$ cat config.mk
export PLATFORM = sky130hd
export DESIGN_NAME = fp_divider
export DESIGN_NICKNAME = d
export VERILOG_FILES = /design/src/rtl/fp_pkg.sv /design/src/rtl/fp_saturate.sv /design/src/rtl/fp_divider.sv
export SDC_FILE = /design/constraint.sdc
export NUM_CORES = 1
export LEC_CHECK = 0
export ABC_AREA = 0
export ABC_CLOCK_PERIOD_IN_PS = 3190
export CORE_ASPECT_RATIO = 1.1
export CORE_UTILIZATION = 35
export CTS_BUF_LIST = sky130_fd_sc_hd__clkbuf_16
export CTS_CLUSTER_DIAMETER = 200
export CTS_CLUSTER_SIZE = 20
export DETAILED_ROUTE_END_ITERATION = 12
export DONT_BUFFER_PORTS = 1
export PLACE_DENSITY = 0.45
export RECOVER_POWER = 100
export SLEW_MARGIN = 25
export SYNTH_ARGS = -nofsm -noshare
export SYNTH_HDL_FRONTEND = slang
export SYNTH_SLANG_ARGS = --single-unit
export TNS_END_PERCENT = 10
$ cat constraint.sdc
create_clock -name clk -period 3.19 [get_ports clk]
set_input_delay 0.638 -clock clk [delete_from_list [all_inputs] [get_ports clk]]
set_output_delay 0.638 -clock clk [all_outputs]
set_load 0.01 [all_outputs]
$ cat src/rtl/fp_pkg.sv
// Shared fixed-point definitions for the FC datapath: Q-format defaults, divider FSM states, range limits.
// Latency: n/a (constants and constant functions only).
// Backpressure: n/a.
package fp_pkg;

    // Q4.11 by default: 16-bit two's complement word with 11 fraction bits.
    localparam int FP_SIZE      = 16;
    localparam int FP_PRECISION = 11;

    // Divider FSM states. These are plain constants rather than an enum so that
    // legacy code can compare them directly.
    localparam logic [1:0] ST_IDLE   = 2'd0;
    localparam logic [1:0] ST_CALC   = 2'd1;
    localparam logic [1:0] ST_FINISH = 2'd2;

    // Bit patterns of the largest and smallest representable Q values for a
    // SIZE-bit word. Only the low SIZE bits are meaningful. fx_min also serves
    // as the unsigned magnitude 2^(SIZE-1) of the most negative value.
    function automatic logic [63:0] fx_max(input int size);
        return (64'd1 << (size - 1)) - 64'd1;
    endfunction

    function automatic logic [63:0] fx_min(input int size);
        return 64'd1 << (size - 1);
    endfunction

endpackage

$ cat src/rtl/fp_saturate.sv
// Applies a sign to an unsigned magnitude and clamps the result to the signed SIZE-bit Q range.
// Latency: combinational.
// Backpressure: none (pure function of its inputs).
//
// Ports:
//   mag       unsigned magnitude, MAG_W bits (MAG_W must be wider than SIZE)
//   sign      1 = negate the magnitude
//   value     signed SIZE-bit result, saturated to [MIN, MAX]
//   overflow  1 when the magnitude did not fit and value was clamped
module fp_saturate
    import fp_pkg::*;
#(
    parameter int SIZE  = FP_SIZE,
    parameter int MAG_W = FP_SIZE + FP_PRECISION
) (
    input  logic [MAG_W-1:0] mag,
    input  logic             sign,
    output logic [SIZE-1:0]  value,
    output logic             overflow
);

    localparam logic [63:0]      MAX64  = fx_max(SIZE);
    localparam logic [63:0]      MIN64  = fx_min(SIZE);
    localparam logic [SIZE-1:0]  FX_MAX = MAX64[SIZE-1:0];
    localparam logic [SIZE-1:0]  FX_MIN = MIN64[SIZE-1:0];

    // Magnitude limits in the wide domain. The negative side reaches one step
    // further than the positive side (two's complement asymmetry).
    localparam logic [MAG_W-1:0] LIM_POS = {{(MAG_W-SIZE){1'b0}}, FX_MAX};
    localparam logic [MAG_W-1:0] LIM_NEG = {{(MAG_W-SIZE){1'b0}}, FX_MIN};

    always_comb begin
        value    = '0;
        overflow = 1'b0;
        if (!sign) begin
            if (mag > LIM_POS) begin
                value    = FX_MAX;
                overflow = 1'b1;
            end else begin
                value = mag[SIZE-1:0];
            end
        end else begin
            if (mag > LIM_NEG) begin
                value    = FX_MIN;
                overflow = 1'b1;
            end else begin
                // Negating a zero magnitude gives +0. A magnitude of exactly
                // 2^(SIZE-1) wraps onto MIN, which is the right answer.
                value = -mag[SIZE-1:0];
            end
        end
    end

endmodule

$ cat src/rtl/fp_divider.sv
// Sequential signed Q-format divider: (dividend << PRECISION) / divisor, restoring, one quotient bit per cycle.
// Latency: SIZE+PRECISION+1 cycles from accept to done (28 for Q4.11); 1 cycle for a zero divisor.
// Backpressure: none; start is sampled only while idle and ignored while busy, results are not held for a consumer.
//
// Ports:
//   clk, rst_n            rising-edge clock, asynchronous active-low reset
//   start                 request, accepted when the FSM is idle
//   dividend, divisor     signed Q operands, captured on accept
//   busy                  high from the accept edge until the result edge
//   done                  one-cycle pulse marking a new result
//   quotient              signed Q result, held until the next done
//   overflow, div_by_zero result flags, updated together with quotient
module fp_divider
    import fp_pkg::*;
#(
    parameter int SIZE      = FP_SIZE,
    parameter int PRECISION = FP_PRECISION
) (
    input  logic            clk,
    input  logic            rst_n,
    input  logic            start,
    input  logic [SIZE-1:0] dividend,
    input  logic [SIZE-1:0] divisor,
    output logic            busy,
    output logic            done,
    output logic [SIZE-1:0] quotient,
    output logic            overflow,
    output logic            div_by_zero
);

    localparam int N  = SIZE + PRECISION;
    localparam int CW = $clog2(N);

    localparam logic [63:0]     MAX64  = fx_max(SIZE);
    localparam logic [63:0]     MIN64  = fx_min(SIZE);
    localparam logic [SIZE-1:0] FX_MAX = MAX64[SIZE-1:0];
    localparam logic [SIZE-1:0] FX_MIN = MIN64[SIZE-1:0];

    logic [1:0]      state;
    logic            sign_q;      // result sign
    logic            dvd_neg;     // dividend sign, picks the divide-by-zero rail
    logic            zero_q;      // divisor was zero
    logic [N-1:0]    num;         // numerator, shifted out MSB-first; quotient bits shift in at the LSB
    logic [SIZE:0]   rem;         // partial remainder
    logic [SIZE-1:0] dvs;         // |divisor|
    logic [CW-1:0]   cnt;

    // Magnitudes are taken in SIZE bits treated as unsigned, so -2^(SIZE-1)
    // maps to 2^(SIZE-1) without loss.
    logic [SIZE-1:0] dvd_abs;
    logic [SIZE-1:0] dvs_abs;
    assign dvd_abs = dividend[SIZE-1] ? -dividend : dividend;
    assign dvs_abs = divisor[SIZE-1]  ? -divisor  : divisor;

    // One restoring step. A set bit shifted out of the remainder top means the
    // shifted value already exceeds any divisor, so the subtraction succeeds;
    // the modulo-2^(SIZE+1) difference is then still the correct remainder.
    logic [SIZE:0] rem_sh;
    logic          ge;
    logic [SIZE:0] rem_nxt;
    assign rem_sh  = {rem[SIZE-1:0], num[N-1]};
    assign ge      = rem[SIZE] | (rem_sh >= {1'b0, dvs});
    assign rem_nxt = ge ? (rem_sh - {1'b0, dvs}) : rem_sh;

    logic [SIZE-1:0] sat_val;
    logic            sat_ovf;

    fp_saturate #(
        .SIZE  (SIZE),
        .MAG_W (N)
    ) u_sat (
        .mag      (num),
        .sign     (sign_q),
        .value    (sat_val),
        .overflow (sat_ovf)
    );

    always_ff @(posedge clk or negedge rst_n) begin
        if (!rst_n) begin
            state       <= ST_IDLE;
            sign_q      <= 1'b0;
            dvd_neg     <= 1'b0;
            zero_q      <= 1'b0;
            num         <= '0;
            rem         <= '0;
            dvs         <= '0;
            cnt         <= '0;
            busy        <= 1'b0;
            done        <= 1'b0;
            quotient    <= '0;
            overflow    <= 1'b0;
            div_by_zero <= 1'b0;
        end else begin
            done <= 1'b0;
            case (state)
                ST_IDLE: begin
                    if (start) begin
                        sign_q  <= dividend[SIZE-1] ^ divisor[SIZE-1];
                        dvd_neg <= dividend[SIZE-1];
                        zero_q  <= (divisor == '0);
                        num     <= {dvd_abs, {PRECISION{1'b0}}};
                        rem     <= '0;
                        dvs     <= dvs_abs;
                        cnt     <= CW'(N - 1);
                        busy    <= 1'b1;
                        // A zero divisor skips the iterations entirely.
                        state   <= (divisor == '0) ? ST_FINISH : ST_CALC;
                    end
                end
                ST_CALC: begin
                    rem <= rem_nxt;
                    num <= {num[N-2:0], ge};
                    if (cnt == '0) begin
                        state <= ST_FINISH;
                    end else begin
                        cnt <= cnt - CW'(1);
                    end
                end
                ST_FINISH: begin
                    if (zero_q) begin
                        quotient    <= dvd_neg ? FX_MIN : FX_MAX;
                        overflow    <= 1'b0;
                        div_by_zero <= 1'b1;
                    end else begin
                        quotient    <= sat_val;
                        overflow    <= sat_ovf;
                        div_by_zero <= 1'b0;
                    end
                    done  <= 1'b1;
                    busy  <= 1'b0;
                    state <= ST_IDLE;
                end
                default: state <= ST_IDLE;
            endcase
        end
    end

endmodule

# After elaboration in Yosys (flattened, before gate mapping)
# Index checks and enable logic that the tools add are counted.
# word_totals
out_inout_bits	20
wordCells	65
reg_bits	90
input_bits	35
# op_classes
bitwise_logic	2
n_lt_le_gt_ge	3
n_reduce_logical	10
n_addsub	5
mux	27
eq_ne	5
# op_table
op	n
$mux W16	7
$pmux W27 S2	1
$neg A16 Y16	3
$mux W17	2
$pmux W17 S2	1
$gt A27 B15 Y1 const B	1
$gt A27 B16 Y1 const B	1
$mux W27	1
$ge A17 B16 Y1	1
$sub A17 B16 Y17	1
$logic_not A16 Y1	1
$mux W5	2
$pmux W5 S2	1
$reduce_and A2 Y1	4
$mux W1	7
$mux W2	3
$ne A2 B2 Y1 const B	3
$logic_not A5 Y1	1
$sub A5 B1 Y5 const B	1
$pmux W2 S2	1
$reduce_bool A2 Y1	2
$reduce_and A3 Y1	1
$eq A2 B1 Y1 const B	1
$eq A2 B2 Y1 const B	1
4 further kinds	4

# Longest topological paths before layout
# Gate-level depths: netlist of run 1.
# logic_depth
depth_word	4
ltp_mapped	11
ltp_nobuf	9

# Cells and area by module
# A second synthesis of run 1 with hierarchy kept.
# unflattened
hier_cells	694
hier_area_um2	5885.6
# by_module_without_submodules
mod	seq_area_each_um2	area_per_inst_um2	instances	cells_each
fp_divider	2252.2	5210.0	1	588
fp_saturate	0.0	675.6	1	106

# Least setup slack after synthesis of run 1
# OpenSTA, ideal clock, no wires.
# synth_path
kind	input to register
startpoint	input port divisor[0]
endpoint	register dvs[12]
path_stages	8
required_ns	3.060
path_buffers	0
path_slack_ns	0.528
setup_time_ns	0.130
t_arrival_ns	2.533
cell_sequence	inv_1 ha_1 or3b_1 or4_1 or4_1 o31ai_1 xor2_1 o21ai_1
# synth_between
elab_chain_cells	2
# synth_rtl
element	line	text
from (decl)	fp_divider.sv:23	input logic [SIZE-1:0] divisor,
$neg A16 Y16	fp_divider.sv:53	assign dvs_abs = divisor[SIZE-1] ? -divisor : divisor;
$mux W16	fp_divider.sv:53	
to (signal assigned)	fp_divider.sv:103	dvs <= dvs_abs;
to (decl)	fp_divider.sv:45	logic [SIZE-1:0] dvs;
# No other way between the ends.
# A chain may end at the register's enable or synchronous reset.

# Worst setup path in the final report of run 1
# layout_path
startpoint	register num[26]
endpoint	register rem[14]
# layout_between
elab_chain_cells	4
elab_cells_between_ends	5
cone_classes	add/sub: 1; order compare: 1; mux: 2; bitwise: 1
# layout_rtl
element	line	text
from (decl)	fp_divider.sv:43	logic [N-1:0] num;
from (signal assigned)	fp_divider.sv:101	num <= {dvd_abs, {PRECISION{1'b0}}};
from (signal assigned)	fp_divider.sv:112	num <= {num[N-2:0], ge};
$ge A17 B16 Y1	fp_divider.sv:62	assign ge = rem[SIZE] | (rem_sh >= {1'b0, dvs});
$or A1 B1 Y1	fp_divider.sv:62	
$mux W17 (*)	fp_divider.sv:63	assign rem_nxt = ge ? (rem_sh - {1'b0, dvs}) : rem_sh;
$pmux W17 S2 (*)	fp_divider.sv:95	case (state)
to (signal assigned)	fp_divider.sv:111	rem <= rem_nxt;
to (decl)	fp_divider.sv:44	logic [SIZE:0] rem;
# Mark *: on every way between the ends. The rest lies on a longest branch, timed or not.

==> run metrics, run 1 <==
area leader, netlist dfrtp_1; clock sink count 90; row cnt 48; Setup crit end rem[14]; crit path cell chain inv_1 > ha_1 > fa_1 > nand2b_1 > a21oi_1 > o21ai_0 > or4bb_1 > or4b_2 > o21ai_0; drt via density 5.64; largest net degree at the start of global routing 91; PostCTS Resize Cnt 0; Worst Path Buf+Inv 1; Final Skew 0.00469 ns; initial antenna violation count 0; Tightest Pin Transition 2.31 ns; Worst Setup SP num[26]; critical setup path kind register to register; fin nets 712; max_cap viols 1; count of different cell masters after synthesis 58; VDD IR-drop max 543 µV; Hold WS 0.407 ns; flops & latches, synth 90; Slew HR -0.540; via count 4843; global-route wire length before repair 25600 µm; global route overflow 0; initial DRC count 216; vias in the first global route 4858; IO Count 55; Slowest cell on crit path or4b_2; Core Footprint 0.0159 mm²; most used cell, CP o21ai_0; gr usage total 0.199; htree depth 3; CP Capture Type register; Final setup violation count 0; post-synthesis cell count 670; Final Wtd Congestion 0.873; r2r worst-path depth 9; Port Buffers 0; Mean Syn Cell Area 8.55 µm²; outcome complete, but fails checks; layout cells sized above 1 0.0546; Mapped Nets 728; Post-Syn Area 0.00573 mm²; PwrDens 1180 mW/mm²; RSZ-0062 raised after global routing false; hpwl dp 11300 µm; cts bufs inserted 9; CP arrival 3.10 ns; Die Ht 136 µm; failing checks capacitance limit, slew limit; Worst Path Required 3.46 ns; commonest non-fill, non-tap cell in the layout nand2_1; starting density of the core 0.361; leak pwr 2.58 nW; Setup WS post-layout 0.360 ns; hold_buf cts 1; fmax 353 MHz; Setup crit start kind register; fin area 0.00623 mm²; setup_tns 0 ns; Post-synth ARST share 1.00; register area share after synthesis 0.393; HP Class input pin to register; post-CTS setup buffers 0; reg-to-reg setup timing slack 0.36 ns; TritonCTS clock tree done; delay of the slowest cell on the worst path 0.57 ns; r2r startpoint num[26]; Area after DPL 0.00596 mm²; Die Area 0.0169 mm²; area delta synth->final 8.71%; predominant post-synthesis flop cell dfrtp_1; Die X 124 µm; Crit Path Max Fanout 5; number of fillers in the final layout 1627; final hold vios 0; CP Depth 9; top-area cell type share of the netlist area 0.393; Routed Antenna Nets 0; CTS root buf clkbuf_16; clock slew at reported path FFs 0.06 ns; n_diodes 0; Slew Viols, Final 91; crit path time final 2.83 ns; drt wl/cell 18.1 µm; final period utilization 0.887; Setup WS pre-CTS 0.313 ns; final WL 15500 µm; Synth warnings 0; Longest Clk Path Bufs 2; Post-synth EDFFs 0; reg-to-reg critical path endpoint rem[14]; most frequent cells in the layout nand2_1, o21ai_0, dfrtp_1; Skew-Pair Late Insertion Delay 0.35 ns; synth top area cells dfrtp_1, o21ai_0, nand2_1; DRC 0; cell family with most CP delay simple AND/OR/NAND/NOR gates; Pre-antenna DRT Iters 4
cell usage after synthesis (all sizes together), types with 2 or more instances:
cell and instances:
nand2 96, o21ai 94, dfrtp 90, clkbuf 43, inv 32, xnor2 28
a21oi 26, nor2 26, xor2 23, ha 22, nand3 19, o31ai 15
nor4 12, a31oi 11, or4 11, nand2b 10, nand4 10, o22ai 9
a22o 8, a32oi 8, nor3 8, o311ai 7, a22oi 5, a211oi 4
a21o 4, a221o 4, mux2i 4, nor2b 4, o211ai 4, nand3b 3
a311oi 2, nand4b 2, nor3b 2, o21a 2, o41ai 2, or3 2
or3b 2
area by class of cell:
| type | instances | area, µm² | area share |
|---|---|---|---|
| Inverter | 32 | 120 | 0.0193 |
| Multi-Input combinational cell | 504 | 3190 | 0.512 |
| Timing Repair Buffer | 17 | 131 | 0.0211 |
| Clock buffer | 9 | 225 | 0.0362 |
| Clock inverter | 7 | 62.6 | 0.0100 |
| Tap cell | 200 | 250 | 0.0402 |
| Sequential cell | 90 | 2250 | 0.362 |
logic make-up after synthesis:
group,Yosys count,share of synthesized area
AO/OA/AOI/OAI,214,0.237
adder cells (fa/ha/maj),23,0.0515
flip-flops,90,0.393
AND/OR/NAND/NOR,212,0.183
buffers and inverters,76,0.0500
multiplexers,4,0.00699
XOR/XNOR,51,0.0780
worst reg2reg max path: cells and delay by family (launching register included):
| kind | cells | cell delay (ns) |
|---|---|---|
| AND/OR/NAND/NOR | 3 | 1.01 |
| buffers and inverters | 1 | 0.06 |
| flip-flops | 1 | 0.40 |
| adder cells (fa/ha/maj) | 2 | 0.61 |
| AO/OA/AOI/OAI | 3 | 0.67 |
worst min-delay path by stage:
stage                 startpoint      end  slack (ns)  cells past startpoint
floorplan                  rst_n     busy        0.34                      0
global placement           rst_n  num[18]        0.35                      0
detailed placement         rst_n  num[14]        0.35                      0
CTS                        rst_n  num[14]        0.22                      1
global route        dividend[15]  dvd_neg        0.39                      2
finish              dividend[15]  dvd_neg        0.41                      2
flip-flops by register name (all words and copies together) (netlist names):
register and cells:
quotient 16, done 1, rem 17, state 2
div_by_zero 1, num 27, dvs 16, overflow 1
dvd_neg 1, cnt 5, busy 1, sign_q 1
zero_q 1
power by group:
part	switching, W	total, W	internal [W]	leakage, nW
clock network	0.000463	0.00106	0.000599	0.145
registers	0.000566	0.00226	0.00170	1.11
logic	0.00241	0.00401	0.00160	1.33
total	0.00344	0.00733	0.00389	2.58
routing by layer:
metal / up-vias / routed length (µm) / track usage
met5: - / 0 / 0
met4: 0 / 368 / 0.0655
met3: 19 / 400 / 0.0428
met2: 72 / 8040 / 0.347
met1: 2353 / 6720 / 0.241
li1: 2399 / - / -
per-stage QoR:
| stage | cells | util | power [W] |
|---|---|---|---|
| finish | 859 | 0.393 | 0.00733 |
| global route | 859 | 0.393 | 0.00803 |
| CTS | 859 | 0.396 | 0.00743 |
| detailed placement | 842 | 0.376 | 0.00629 |
| global placement | 842 | 0.376 | 0.00630 |
| floorplan | 670 | - | 0.00515 |
No activity file was read; power rests on OpenSTA's default activity.
==> inputs of run 2 (changes only) <==
--- a/config.mk
+++ b/config.mk
@@ -6,7 +6,7 @@
 export NUM_CORES = 1
 export LEC_CHECK = 0
 export ABC_AREA = 0
-export ABC_CLOCK_PERIOD_IN_PS = 3190
+export ABC_CLOCK_PERIOD_IN_PS = 3600
 export CORE_ASPECT_RATIO = 1.1
 export CORE_UTILIZATION = 35
 export CTS_BUF_LIST = sky130_fd_sc_hd__clkbuf_16
==> constraint.sdc (replaced) <==
create_clock -name clk -period 3.6 [get_ports clk]
set_input_delay 0.72 -clock clk [delete_from_list [all_inputs] [get_ports clk]]
set_output_delay 0.72 -clock clk [all_outputs]
set_load 0.01 [all_outputs]
==> run metrics, run 2 (same netlist as run 1, synthesis figures left out) <==
clock sink count 90; TritonCTS clock tree done; critical setup path kind register to register; setup_tns 0 ns; fmax 320 MHz; Slew Viols, Final 51; Area after DPL 0.00588 mm²; htree depth 3; Setup WS pre-CTS 0.485 ns; Setup crit start kind register; cts bufs inserted 9; commonest non-fill, non-tap cell in the layout nand2_1; leak pwr 2.50 nW; most flop-heavy register num; PostCTS Resize Cnt 0; RSZ-0062 raised after global routing false; max_cap viols 1; global-route wire length before repair 25500 µm; layout cells sized above 1 0.0385; Final setup violation count 0; Routed Antenna Nets 0; Worst Path Required 3.82 ns; post-CTS setup buffers 0; Skew-Pair Late Insertion Delay 0.35 ns; row cnt 48; clock slew at reported path FFs 0.07 ns; Die Ht 136 µm; reg-to-reg setup timing slack 0.48 ns; crit path time final 3.12 ns; biggest regs num x27, rem x17; DRC 0; reg-to-reg critical path endpoint rem[13]; Crit Path Max Fanout 29; Longest Clk Path Bufs 2; vias in the first global route 4947; PwrDens 1030 mW/mm²; global route overflow 0; CP Capture Type register; Final Wtd Congestion 0.869; IO Count 55; largest net degree at the start of global routing 91; VDD IR-drop max 495 µV; area delta synth->final 6.84%; Die Area 0.0169 mm²; hpwl dp 11300 µm; fin nets 702; Die X 124 µm; hold_buf cts 0; Tightest Pin Transition 2.21 ns; n_diodes 0; starting density of the core 0.361; most frequent cells in the layout nand2_1, o21ai_0, dfrtp_1; r2r startpoint rem[5]; via count 4869; drt wl/cell 18.5 µm; max FFs per register 27; Hold WS 0.0595 ns; fin area 0.00612 mm²; initial antenna violation count 0; HP Class input pin to async pin; Core Footprint 0.0159 mm²; final WL 15700 µm; gr usage total 0.200; outcome complete, but fails checks; Setup WS post-layout 0.478 ns; CP arrival 3.34 ns; Final Skew 0.00738 ns; failing checks capacitance limit, slew limit; r2r worst-path depth 7; Port Buffers 0; CTS root buf clkbuf_16; Slew HR -0.476; initial DRC count 266; final period utilization 0.867; Pre-antenna DRT Iters 4; drt via density 5.73; final hold vios 0
run 2: worst max path at each step:
stage | slack, ns | start | cells past startpoint | end
4_1_cts | 0.56 | rem[5] | 7 | rem[13]
3_5_place_dp | 0.48 | divisor[0] | 8 | state[1]
2_1_floorplan | 0.86 | divisor[0] | 8 | dvs[12]
5_1_grt | 0.31 | rem[7] | 7 | rem[13]
3_3_place_gp | 0.50 | divisor[0] | 8 | state[1]
6_report | 0.48 | rem[5] | 7 | rem[13]
run 2: through the flow:
step | cells | util | total power (W)
after floorplan | 670 | - | 0.00457
after global placement | 833 | 0.371 | 0.00545
after detailed placement | 833 | 0.371 | 0.00547
after CTS | 849 | 0.388 | 0.00641
after global routing | 849 | 0.386 | 0.00692
final | 849 | 0.386 | 0.00633
run 2: critical path: stages, from the launching register on:
cell	delay (ns)
dfrtp_1	0.40
ha_1	0.37
a21oi_1	0.28
nand2_1	0.08
o31ai_1	0.36
o311a_1	0.97
a32oi_1	0.28
o31ai_1	0.25
run 2: area by class of cell:
type | instances | area [µm²]
inverters | 32 | 120
fillers | 1661 | 9730
flip-flops and latches | 90 | 2250
well taps | 200 | 250
repair buffers | 7 | 41.3
clock buffers | 9 | 225
clock inverters | 7 | 52.6
multi-input cells | 504 | 3180
run 2: power breakdown:
group | switching, W | total (W) | internal [W]
combinational | 0.00205 | 0.00337 | 0.00133
clock | 0.000430 | 0.000902 | 0.000472
sequential | 0.000549 | 0.00205 | 0.00150
total | 0.00303 | 0.00633 | 0.00330
run 2: metal layers:
metal  vias to the layer above  global-route usage  share of wire
met4                         0               0.103          0.035
met1                      2361               0.245           0.43
met2                       106               0.337           0.50
li1                       2375                   -              -
met5                         -                   0              0
met3                        27              0.0277          0.030
